<file path="src/rtl/otter_pkg.sv">
// Shared types and constants for the OTTER PC/fetch slice: next-PC select
// encoding, fetch FSM states and the reset instruction word.
package otter_pkg;

   typedef enum logic [2:0] {
      PC_PLUS4 = 3'd0,
      JALR     = 3'd1,
      BRANCH   = 3'd2,
      JAL      = 3'd3,
      MTVEC    = 3'd4,
      MEPC     = 3'd5
   } pc_src_e;

   typedef enum logic [1:0] {
      IDLE  = 2'd0,
      FETCH = 2'd1,
      DONE  = 2'd2
   } fetch_state_e;

   localparam logic [31:0] NOP_INSTR = 32'h0000_0013;
   localparam logic [31:0] PC_STEP   = 32'h0000_0004;

   // Clears the two low address bits so only word-aligned PCs are loaded.
   function automatic logic [31:0] word_align(input logic [31:0] addr);
      return addr & ~32'h0000_0003;
   endfunction

endpackage

</file>
<file path="src/rtl/next_pc_mux.sv">
// Combinational next-PC selection from pc_src and the branch decision.
// Unused encodings fall back to the sequential address.
module next_pc_mux
   import otter_pkg::*;
(
   input  logic [2:0]  pc_src,
   input  logic        take_branch,
   input  logic [31:0] pc_plus4,
   input  logic [31:0] jal_tgt,
   input  logic [31:0] jalr_tgt,
   input  logic [31:0] branch_tgt,
   input  logic [31:0] mtvec,
   input  logic [31:0] mepc,
   output logic [31:0] next_pc
);

   // Target select; JALR target has bit 0 cleared.
   always_comb begin
      next_pc = pc_plus4;
      case (pc_src)
         PC_PLUS4: next_pc = pc_plus4;
         JALR:     next_pc = jalr_tgt & 32'hFFFF_FFFE;
         BRANCH: begin
            if (take_branch) begin
               next_pc = branch_tgt;
            end else begin
               next_pc = pc_plus4;
            end
         end
         JAL:      next_pc = jal_tgt;
         MTVEC:    next_pc = mtvec;
         MEPC:     next_pc = mepc;
         default:  next_pc = pc_plus4;
      endcase
   end

endmodule

</file>
<file path="src/rtl/pc_fetch_ctrl.sv">
// OTTER program counter and instruction-fetch handshake controller.
// Optional feature macro: PC_MISALIGN_TRAP_EN (rejects misaligned commits, adds misalign).
module pc_fetch_ctrl
   import otter_pkg::*;
#(
   parameter logic [31:0] RESET_VEC = 32'h0000_0000
) (
   input  logic        clk,
   input  logic        rst_n,
   input  logic        pc_write,
   input  logic [2:0]  pc_src,
   input  logic        take_branch,
   input  logic [31:0] jal_tgt,
   input  logic [31:0] jalr_tgt,
   input  logic [31:0] branch_tgt,
   input  logic [31:0] mtvec,
   input  logic [31:0] mepc,
   output logic        fetch_req,
   output logic [31:0] fetch_addr,
   input  logic        fetch_ack,
   input  logic [31:0] fetch_data,
   output logic [31:0] instr,
   output logic        instr_valid,
   output logic [31:0] pc,
   output logic [31:0] pc_plus4
`ifdef PC_MISALIGN_TRAP_EN
   ,
   output logic        misalign
`endif
);

   fetch_state_e state_r;
   fetch_state_e state_s;
   logic [31:0]  pc_r;
   logic [31:0]  instr_r;
   logic         instr_valid_r;
   logic         fetch_req_r;
   logic [31:0]  next_pc_s;
   logic         load_pc_s;
   logic         latch_s;
`ifdef PC_MISALIGN_TRAP_EN
   logic         misalign_r;
   logic         misalign_s;
`endif

   assign pc          = pc_r;
   assign fetch_addr  = pc_r;
   assign pc_plus4    = pc_r + PC_STEP;
   assign instr       = instr_r;
   assign instr_valid = instr_valid_r;
   assign fetch_req   = fetch_req_r;
`ifdef PC_MISALIGN_TRAP_EN
   assign misalign    = misalign_r;
`endif

   next_pc_mux u_next_pc_mux (
      .pc_src      (pc_src),
      .take_branch (take_branch),
      .pc_plus4    (pc_plus4),
      .jal_tgt     (jal_tgt),
      .jalr_tgt    (jalr_tgt),
      .branch_tgt  (branch_tgt),
      .mtvec       (mtvec),
      .mepc        (mepc),
      .next_pc     (next_pc_s)
   );

   // Next-state and register-enable decode for the fetch FSM.
   always_comb begin
      state_s   = state_r;
      load_pc_s = 1'b0;
      latch_s   = 1'b0;
`ifdef PC_MISALIGN_TRAP_EN
      misalign_s = 1'b0;
`endif
      case (state_r)
         IDLE: state_s = FETCH;
         FETCH: begin
            if (fetch_ack) begin
               latch_s = 1'b1;
               state_s = DONE;
            end else begin
               state_s = FETCH;
            end
         end
         DONE: begin
            if (pc_write) begin
`ifdef PC_MISALIGN_TRAP_EN
               // A misaligned target is refused; the control FSM re-commits via MTVEC.
               if (next_pc_s[1:0] != 2'b00) begin
                  misalign_s = 1'b1;
                  state_s    = DONE;
               end else begin
                  load_pc_s = 1'b1;
                  state_s   = FETCH;
               end
`else
               load_pc_s = 1'b1;
               state_s   = FETCH;
`endif
            end else begin
               state_s = DONE;
            end
         end
         default: state_s = IDLE;
      endcase
   end

   // State, PC, instruction and registered handshake outputs.
   always_ff @(posedge clk or negedge rst_n) begin
      if (!rst_n) begin
         state_r       <= IDLE;
         pc_r          <= RESET_VEC;
         instr_r       <= NOP_INSTR;
         instr_valid_r <= 1'b0;
         fetch_req_r   <= 1'b0;
`ifdef PC_MISALIGN_TRAP_EN
         misalign_r    <= 1'b0;
`endif
      end else begin
         state_r       <= state_s;
         fetch_req_r   <= (state_s == FETCH);
         instr_valid_r <= (state_s == DONE);
`ifdef PC_MISALIGN_TRAP_EN
         misalign_r    <= misalign_s;
`endif
         if (load_pc_s) begin
            pc_r <= word_align(next_pc_s);
         end else begin
            pc_r <= pc_r;
         end
         if (latch_s) begin
            instr_r <= fetch_data;
         end else begin
            instr_r <= instr_r;
         end
      end
   end

endmodule

</file>
<file path="config.mk">
export PLATFORM = sky130hd
export DESIGN_NAME = pc_fetch_ctrl
export DESIGN_NICKNAME = d
export VERILOG_FILES = /design/src/rtl/otter_pkg.sv /design/src/rtl/next_pc_mux.sv /design/src/rtl/pc_fetch_ctrl.sv
export SDC_FILE = /design/constraint.sdc
export NUM_CORES = 1
export LEC_CHECK = 0
export CAP_MARGIN = 20
export CORE_MARGIN = 5
export CORE_UTILIZATION = 35
export CTS_CLUSTER_SIZE = 16
export DETAILED_ROUTE_END_ITERATION = 7
export PLACE_DENSITY_LB_ADDON = 0.25
export SETUP_SLACK_MARGIN = 0.3
export SYNTH_ARGS = -nofsm -noshare
export SYNTH_HDL_FRONTEND = slang
export SYNTH_SLANG_ARGS = --single-unit
</file>
<file path="constraint.sdc">
create_clock -name clk -period 2.1 [get_ports clk]
set_input_delay 0.42 -clock clk [delete_from_list [all_inputs] [get_ports clk]]
set_output_delay 0.42 -clock clk [all_outputs]
set_load 0.01 [all_outputs]
</file>
======== Word level (Yosys, flattened, before mapping) ========
Index checks and enable logic that the tools add are counted.
storage, ports and cells
  bits in registers ....................... 66
  output and inout bits ................... 130
  logic and storage cells ................. 25
cells by class
  add/subtract/negate cells ............... 1
  equal/unequal tests ..................... 9
  multiplexer cells ....................... 9
  reductions and logical operators ........ 1
operator list
  cell                     number
  $pmux W32 S5             1
  $add A32 B3 Y32 const B  1
  $mux W32                 1
  $eq A3 B2 Y1 const B     2
  $eq A3 B3 Y1 const B     2
  $pmux W2 S3              1
  $eq A2 B1 Y1 const B     2
  $eq A2 B2 Y1 const B     2
  $mux W1                  4
  $mux W2                  2
  $eq A3 B1 Y1 const B     1
  $logic_not A2 Y1         1

======== Longest topological paths before layout ========
Gate-level depths: netlist (run 1).
  depth in word-level cells ............... 3
  mapped depth ............................ 9

======== Modules after synthesis ========
Synthesis (run 1) repeated with hierarchy kept, for this count alone.
unflattened totals
  cell total of the unflattened synthesis .. 526
  area total of the unflattened synthesis .. 5,221.3 µm²
modules (own cells, without submodules)
  module         instances  cells each  area an instance (µm²)  seq. area each (µm²)
  pc_fetch_ctrl  1          264         3,303.2                 1,655.3
  next_pc_mux    1          262         1,918.1                 0.0

======== Least setup slack after synthesis (run 1) ========
No wires, ideal clock.
  kind .................................... register to output
  from .................................... register pc_r[2], in the netlist fetch_addr[2]
  to ...................................... output pc_plus4[30]
  arrival time ............................ 1,935 ps
  data required time ...................... 1,680 ps
  setup slack ............................. -255 ps
  cell stages (with the launch flop) ...... 7
  path buffers ............................ 1
  cells stage by stage .................... dfrtp_1 > ha_1 > clkbuf_1 > nand3_1 > or4_4 > nor3_2 > xor2_1
on the way
  cells in the longest elaborated chain, start to end .. 1
RTL lines
  what                      line                  source
  start: declaration        pc_fetch_ctrl.sv:34   logic [31:0] pc_r;
  start signal: assignment  pc_fetch_ctrl.sv:128  pc_r <= word_align(next_pc_s);
  start signal: assignment  pc_fetch_ctrl.sv:130  pc_r <= pc_r;
  $add A32 B3 Y32           pc_fetch_ctrl.sv:48   assign pc_plus4 = pc_r + PC_STEP;
  end: declaration          pc_fetch_ctrl.sv:25   output logic [31:0] pc_plus4
Every way passes these cells.

======== Worst setup path in the final report (run 1) ========
  from .................................... register pc_r[5], in the netlist fetch_addr[5]
  to ...................................... output pc_plus4[27]
Same word-level chain as after synthesis.

==> flow_summary.toml, run 1 <==
[yosys]
ys_warn_count = 0
synth-edff-count = 0
syn-mean-instance-area_um2 = 8.97
ys_ff_latch = 66
syn-instance-count = 604
yosysTopAreaCell = "dfrtp_1"
yosysMostFrequentCell = "dfrtp_1"
synth_commonest_cells = "dfrtp_1, mux2_2, buf_4, o21ai_0, nand2_1"
synth_area_um2 = 5420
synth_area_leaders = "dfrtp_1, mux2_2, buf_4"
yosysSeqAreaShare_pct = 30.5
synth_top_area_share_pct = 29.1
synth_flop_cell = "dfrtp_1"
async_flop_share_pct = 100
synth_cell_types = 83

[sta]
worst_slack_ps = -565
setup_viol = 30
finalCriticalPeriod_ps = 2660
fin_crit_sh_pct = 127
hold_viol = 0
tns_ps = -9330
max_freq_ghz = 0.375
skew_ps = 8.98
worst_slew_pin_slew_ps = 621
slew_viol_final = 0
rsz0062_at_grt = "yes"
slew_headroom_pct = 58.6

[critical_path]
worstPathRequired_ps = 1680
rr_worst_depth = 9
r2r_start = "fetch_addr[5]"
cpPeakStageDelay_ps = 460
start_kind = "register"
path_max_fanout = 3
worstPathCellList = "buf_6 -> nand4_1 -> buf_4 -> or4_4 -> or2_4 -> xnor2_2 -> buf_2"
critPathSlowestCell = "or4_4"
worstSetupEndpointType = "output port"
setup.worst_path.class = "register to output port"
critical_path.startpoint = "fetch_addr[5]"
arrival_ps = 2240

[placement]
dp_cells = 1182
dpl.hpwl_mm = 20.8
numPortBuffers = 313
place_ws_ps = -620
gp_congestion = 0.937

[die]
dieWidth_um = 134
start_util_pct = 35.6
num_rows = 45
coreArea_um2 = 15200
die_h_um = 134
io-pin-count = 330
die_area_um2 = 18100

[global_routing]
grt_overflow = 0
antenna_found_initial = 0
track_usage_pct = 28.1
grt_pass1_vias = 7230
grt_pass1_wl_mm = 39.9
grt_max_degree = 37

[power_and_ir_drop]
p_per_area_nw_per_um2 = 1120
ir_drop_mv = 0.836
power.leakage_nw = 4.86

[status]
failed_checks = "negative setup slack"
outcome = "complete, but fails checks"

[cells_and_area]
stdcell_count = 1264
final_nets = 1273
num_antenna_cells = 0
drive_above_1_share_pct = 42.2
areaGrowthSynthToFinish_pct = 105

[drt]
vias_per_cell = 5.56
antenna_left = 0
wl_per_cell_um = 22.2
wirelength_mm = 28.0
post-route-drc-count = 0
via_count = 7031
first_iter_violations = 408
dr.pass1.iters = 5

[cts]
worst_skew_pair.late_latency_ps = 340
holdBufCountCts = 0
h-tree-depth = 3
clk_path_buf_depth = 2
cts.sinks = 66
clk_pin_slew_ps = 60
cts-buffers-inserted = 9
cts_tree = "yes"
root_buffer = "clkbuf_16"

[flow_run]
cap_violations = 0

[worst_hold_path]
hp-class = "input pin to async pin"
per-stage QoR:
stage          util, %  hold WS [ps]  cell area, µm²  power (mW)
2_1_floorplan        -           124            5610        5.68
3_3_place_gp      63.4           419            9640        9.58
3_5_place_dp      63.4           432            9640        9.70
4_1_cts           69.6          78.6           10600        11.7
5_1_grt           73.0           114           11100        13.1
6_report          73.0          65.7           11100        12.5
critical path: cells and delay by family (launching register included):
family / cells / cell delay, ps
xor gates and xnor gates: 1 / 130
and+or+nand+nor: 3 / 890
buffers and inverters: 3 / 470
DFF: 1 / 410
cell families (layout without fill, tap and decap cells):
kind of cell               count (synthesis)  in the layout  synth area share, %
DFF                                       66             66                 30.5
muxes                                     57             57                 11.8
AOI/OAI and AO/OA                        176            176                 23.0
adders and majority gates                  2              2                0.462
xor gates and xnor gates                  28             28                 4.66
buffers and inverters                     98            565                 10.9
and+or+nand+nor                          176            176                 18.6
other                                      1              6               0.0692
area by class of cell:
| cell class | count | area, µm² |
|---|---|---|
| Timing Repair Buffer | 533 | 4890 |
| Fill cell | 1099 | 4100 |
| Multi-Input combinational cell | 445 | 3920 |
| Sequential cell | 66 | 1660 |
| Clock buffer | 10 | 239 |
| Tap cell | 188 | 235 |
| Clock inverter | 6 | 90.1 |
| Inverter | 16 | 60.1 |
metal layers:
layer	GRT usage, %	wire length, µm	vias up
met5	0	0	-
met4	9.16	885	0
met3	5.33	1840	60
met2	50.9	14900	368
met1	33.5	10300	3447
li1	-	-	3156
registers in the layout (all words and copies together), names as in the netlist:
register     flops
instr_valid      1
fetch_addr      30
instr           32
state_r          2
fetch_req        1
report_power, final:
group | total (mW) | internal [mW] | switching (mW) | leakage, nW
clock network | 1.67 | 1.07 | 0.594 | 0.159
registers | 2.49 | 1.95 | 0.538 | 0.759
logic | 8.33 | 4.53 | 3.80 | 3.95
what timing repair did:
action | CTS | global route
pin swaps | 41 | 53
resized for setup | 303 | 103
setup endpoints to repair | 115 | 76
gates cloned | 0 | 1
setup buffers | 43 | 22
cells in the final DEF (no fill, tap or decap), types with 7 or more instances in the layout:
cell type and n:
clkbuf_2 9, inv_1 14, buf_6 62, nand3_4 7, mux2_2 44, buf_12 8
buf_4 151, nor2b_1 10, clkbuf_16 10, nand2_1 32, clkdlybuf4s50_1 216, a22oi_1 13
nor2_1 26, a21oi_1 25, nand4_1 13, a221oi_2 9, mux2i_1 12, dfrtp_2 7
nand3_1 12, nand2b_1 12, dfrtp_1 56, o21ai_0 29, a31oi_1 9, buf_2 32
dlygate4sd2_1 44, xnor2_2 13
worst paths after layout:
| kind | endpoint | slack [ps] |
|---|---|---|
| max reg2reg | fetch_addr[27] | -150 |
| max | pc_plus4[27] | -560 |
| min reg2reg | instr[20] | 510 |
| min in group clk | instr[20] | 510 |
| max in group asynchronous | fetch_addr[29] | 1430 |
| min | fetch_addr[16] | 70 |
Power figures use the tool's default switching activity.
==> inputs of run 2 (changes only) <==
--- a/config.mk
+++ b/config.mk
@@ -8,6 +8,7 @@
 export CAP_MARGIN = 20
 export CORE_MARGIN = 5
 export CORE_UTILIZATION = 35
+export CTS_BUF_LIST = sky130_fd_sc_hd__clkbuf_8
 export CTS_CLUSTER_SIZE = 16
 export DETAILED_ROUTE_END_ITERATION = 7
 export PLACE_DENSITY_LB_ADDON = 0.25
==> run 2 against run 1 <==
The run still ends with negative setup slack left; count of clock-buffer cells in the layout unchanged; fmax increased by 1.5%; sequential cell count unchanged.
==> flow_summary.toml, run 2 (synthesis results as in run 1) <==
[sta]
hold_viol = 0
finalCriticalPeriod_ps = 2620
fin_crit_sh_pct = 125
worst_slack_ps = -525
worst_slew_pin_slew_ps = 600
max_freq_ghz = 0.381
slew_headroom_pct = 60.0
rsz0062_at_grt = "yes"
tns_ps = -8460
slew_viol_final = 0
setup_viol = 29
whs_ps = 52.6
skew_ps = 14.6

[placement]
gp_congestion = 0.937
dpl.hpwl_mm = 20.8
dpl-instance-area_um2 = 9640
numPortBuffers = 313

[cells_and_area]
drive_above_1_share_pct = 41.2
largest_reg_flops = 32
stdcell_area_um2 = 10900
areaGrowthSynthToFinish_pct = 101
fillers = 1127
seq_area_um2 = 1660
final_common_cell = "clkdlybuf4s50_1"
final_nets = 1273
multi_input_area_um2 = 3810
final_cell_mix = "clkdlybuf4s50_1, buf_4, buf_6, dfrtp_1, mux2_2"
num_antenna_cells = 0

[critical_path]
setup.worst_path.class = "register to output port"
worstPathCellList = "buf_6 -> ha_4 -> nand3_4 -> nor4_4 -> buf_4 -> buf_6 -> and2_4 -> xor2_1 -> buf_2"
arrival_ps = 2200
start_kind = "register"
r2r_start = "fetch_addr[7]"
critPathSlowestCell = "dfrtp_2"
worstPathRequired_ps = 1680
critical_path.startpoint = "fetch_addr[3]"
crit_top_cell = "buf_6"
worstSetupEndpointType = "output port"
cpPeakStageDelay_ps = 430
path_max_fanout = 4

[global_routing]
grt_max_degree = 37
grt_pass1_wl_mm = 38.9
grt_pass1_vias = 7151
antenna_found_initial = 0
track_usage_pct = 27.4
grt_overflow = 0

[die]
io-pin-count = 330
dieWidth_um = 134
coreArea_um2 = 15200
die_area_um2 = 18100
num_rows = 45
die_h_um = 134
start_util_pct = 35.6

[drt]
dr.pass1.iters = 5
wirelength_mm = 27.6
antenna_left = 0
first_iter_violations = 443
via_count = 6992
wl_per_cell_um = 21.8
post-route-drc-count = 0
vias_per_cell = 5.53

[status]
failed_checks = "negative setup slack"
outcome = "complete, but fails checks"

[flow_run]
cap_violations = 0

[cts]
cts-buffers-inserted = 9
cts.sinks = 66
worst_skew_pair.late_latency_ps = 350
cts_tree = "yes"
h-tree-depth = 3
clk_pin_slew_ps = 80
holdBufCountCts = 0
clk_path_buf_depth = 2
root_buffer = "clkbuf_8"

[power_and_ir_drop]
power_mw = 12.0
power.leakage_nw = 4.76
seqPwrFrac_pct = 20.4
p_comb_share_pct = 69.2
pwr-share-clk_pct = 10.4
p_switching_mw = 4.79
netSwitchingFraction_pct = 40.0
ir_drop_mv = 0.823
p_per_area_nw_per_um2 = 1100
intPower_mw = 7.19

[worst_hold_path]
hp-class = "input pin to async pin"
==> run 2: cell count changes in the layout (fill, tap and decap cells not counted), sizes merged <==
cell	previous run	this run
clkdlybuf4s50	216	215
dlygate4sd2	44	40
buf	256	258
clkdlybuf4s15	4	11
clkbuf	20	16
==> run 2: worst paths after layout <==
kind                             endpoint  slack (ps)  cells after the start
max                          pc_plus4[28]        -520                      9
min                        fetch_addr[16]          50                      1
max reg2reg                fetch_addr[16]         -80                     12
min reg2reg                     instr[28]         510                      1
max in group asynchronous  fetch_addr[31]        1430                      2
min in group clk                instr[28]         510                      1
==> run 2: what timing repair did <==
action	4_1_cts	5_1_grt
gates cloned	0	1
gates resized for setup	258	140
setup endpoints to repair	116	73
buffers inserted	42	23
pin swaps	37	58
==> run 2: layout make-up <==
type                       instances  area share (%)
inverter                          16           0.573
clock buffer                      10            1.26
multi-input combinational        445            34.9
clock inverter                     6           0.826
sequential                        66            15.3
tap                              188            2.16
timing repair buffer             533            45.0
==> run 2: layer usage <==
| layer | GRT usage [%] | wire length (µm) | vias up |
|---|---|---|---|
| li1 | - | - | 3158 |
| met1 | 33.1 | 10400 | 3425 |
| met2 | 50.1 | 14600 | 346 |
| met5 | 0 | 0 | - |
| met4 | 7.41 | 846 | 0 |
| met3 | 4.61 | 1770 | 63 |
==> run 2: power by group through the flow <==
stage / clock network, mW / registers (mW) / logic [mW]
after global placement: 0 / 2.38 / 7.21
after floorplan: 0 / 2.87 / 2.81
final: 1.24 / 2.45 / 8.29
after CTS: 1.25 / 2.39 / 7.45
after global routing: 1.32 / 2.52 / 8.73
after detailed placement: 0 / 2.44 / 7.25
==> run 2: per-stage QoR <==
step | worst slack [ps] | instances | util [%]
after floorplan | 5.58 | 609 | -
after global placement | -616 | 1182 | 63.4
after detailed placement | -620 | 1182 | 63.4
after CTS | -490 | 1240 | 68.0
after global routing | -579 | 1264 | 71.8
final | -525 | 1264 | 71.8
==> run 2: critical path: cells and delay by family, from the launching register on <==
| kind | cells | cell delay (ps) |
|---|---|---|
| AND/OR/NAND/NOR | 3 | 530 |
| buffers and inverters | 4 | 580 |
| flip-flops | 1 | 430 |
| XOR/XNOR | 1 | 160 |
| adder cells (fa/ha/maj) | 1 | 150 |
==> inputs of run 3 (changes only) <==
--- a/config.mk
+++ b/config.mk
@@ -5,9 +5,10 @@
 export SDC_FILE = /design/constraint.sdc
 export NUM_CORES = 1
 export LEC_CHECK = 0
+export ABC_AREA = 1
 export CAP_MARGIN = 20
 export CORE_MARGIN = 5
-export CORE_UTILIZATION = 35
+export CORE_UTILIZATION = 34
 export CTS_BUF_LIST = sky130_fd_sc_hd__clkbuf_8
 export CTS_CLUSTER_SIZE = 16
 export DETAILED_ROUTE_END_ITERATION = 7
==> run 3 against run 2 <==
The run still ends with negative setup slack left; cell count is 12% higher; hold slack better by 450 ps; count of clock-buffer cells in the layout decreased by 1; total power is 4.3% lower; critical path type unchanged; critical endpoint is now pc_plus4[26]; largest power group unchanged.
==> flow_summary.toml, run 3 <==
[global_routing]
antenna_found_initial = 1
grt_overflow = 0
grt_pass1_vias = 6647
grt_max_degree = 55
grt_pass1_wl_mm = 34.5
track_usage_pct = 24.3

[cells_and_area]
largest_reg_flops = 32
utilization_pct = 68.2
final_cell_mix = "nand2_1, clkdlybuf4s50_1, buf_4, nor2_1, dfrtp_1"
fillers = 1214
final_common_cell = "nand2_1"
drive_above_1_share_pct = 32.1
final_nets = 1426
stdcell_count = 1418
areaGrowthSynthToFinish_pct = 98.4
multi_input_area_um2 = 3370
seq_area_um2 = 1660

[worst_hold_path]
hp-class = "input pin to async pin"

[sta]
worst_slack_ps = -218
slew_viol_final = 0
skew_ps = 7.88
max_freq_ghz = 0.431
whs_ps = 507
hold_viol = 0
finalCriticalPeriod_ps = 2320
setup_viol = 25
rsz0062_at_grt = "yes"
fin_crit_sh_pct = 110

[yosys]
yosysSeqAreaShare_pct = 31.9
synth_area_um2 = 5190
syn-instance-count = 778
ys_ff_latch = 66
async_flop_share_pct = 100
ys_warn_count = 0
synth_top_area_share_pct = 30.4
synth_commonest_cells = "nand2_1, nor2_1, dfrtp_1, inv_1, nand3_1"
yosysMostFrequentCell = "nand2_1"
synth-edff-count = 0
yosysTopAreaCell = "dfrtp_1"
syn-mean-instance-area_um2 = 6.67
synth_flop_cell = "dfrtp_1"
synth_area_leaders = "dfrtp_1, nand2_1, mux2_2"
synth_cell_types = 37

[die]
dieWidth_um = 134
num_rows = 45
coreArea_um2 = 15100
die_area_um2 = 17800
io-pin-count = 330
die_h_um = 134
start_util_pct = 34.4

[cts]
root_buffer = "clkbuf_8"
cts_tree = "yes"
clk_pin_slew_ps = 80
cts.sinks = 66
h-tree-depth = 3
cts-buffers-inserted = 9
clk_path_buf_depth = 2
worst_skew_pair.late_latency_ps = 350

[status]
outcome = "complete, but fails checks"
failed_checks = "negative setup slack"

[placement]
numPortBuffers = 313
dpl.hpwl_mm = 17.5
gp_congestion = 0.892
dp_cells = 1333

[drt]
wirelength_mm = 24.0
antenna_left = 0
post-route-drc-count = 0
via_count = 6867
wl_per_cell_um = 16.9
vias_per_cell = 4.84
dr.pass1.iters = 5
first_iter_violations = 585

[power_and_ir_drop]
ir_drop_mv = 0.496
p_per_area_nw_per_um2 = 1110
power.leakage_nw = 5.05

[flow_run]
cap_violations = 0

[critical_path]
arrival_ps = 1900
setup.worst_path.class = "register to output port"
path_max_fanout = 4
start_kind = "register"
worstPathRequired_ps = 1680
worstSetupEndpointType = "output port"
## run 3: final timing paths
kind,startpoint,endpoint,cells after the start,slack [ps]
max in group asynchronous,rst_n,instr[0],3,930
worst min-delay path,rst_n,fetch_addr[21],2,510
worst max-delay path,fetch_addr[2],pc_plus4[26],11,-220
min in group clk,instr[30],instr[30],1,510
worst max register to register,fetch_addr[5],fetch_addr[25],18,-100
worst min register to register,instr[30],instr[30],1,510
## run 3: cells by family (layout without fill, tap and decap cells)
family / after synthesis / after routing / synth area share [%]
AOI/OAI and AO/OA: 64 / 64 / 7.81
adders and majority gates: 2 / 2 / 0.482
xor gates and xnor gates: 15 / 15 / 2.53
muxes: 32 / 32 / 6.94
and+or+nand+nor: 472 / 472 / 37.6
buffers and inverters: 126 / 572 / 12.7
DFF: 66 / 66 / 31.9
other: 1 / 7 / 0.0723
## run 3: repair_timing
action	CTS	global route
pin swaps	35	36
setup buffers	51	16
hold endpoints to repair	12	0
hold buffers	1	0
gates resized for setup	277	112
endpoints found under the setup margin	95	64
## run 3: metrics by stage
step	setup TNS, ps	instance area (µm²)	power, mW	setup WS (ps)
detailed placement	-2950	9090	9.34	-205
floorplan	0	5210	5.26	302
global route	-6010	10300	12.1	-343
global placement	-2150	9090	9.24	-182
CTS	-1870	9840	10.8	-148
finish	-3410	10300	11.5	-218
## run 3: routing by layer
layer	GRT usage [%]	wire, µm	vias to the layer above
met2	43.4	11900	370
met5	0	0	-
li1	-	-	3309
met4	8.63	851	0
met1	28.3	9220	3132
met3	5.70	2000	56
## run 3: report_power, final
group / switching (mW) / internal (mW) / total [mW] / leakage (nW)
Sequential: 0.474 / 1.93 / 2.41 / 0.783
Combinational: 3.62 / 4.32 / 7.93 / 4.16
Clock: 0.561 / 0.559 / 1.12 / 0.100
## run 3: cell type report
cell class	count	area share, %
timing repair buffer	496	44.7
inverter	60	2.19
clock inverter	7	0.753
antenna	1	0.0243
sequential	66	16.1
clock buffer	9	1.20
tap	188	2.28
multi-input combinational	591	32.7
## run 3: worst max-delay path: stages (launching register included)
cell and delay, ps:
dfrtp_1 420, ha_2 220, inv_2 50, nor2_4 130
nand2_4 100, nor2_4 130, buf_6 140, nand2_2 70
nand2_2 80, nand2_4 60, inv_2 50, buf_6 90
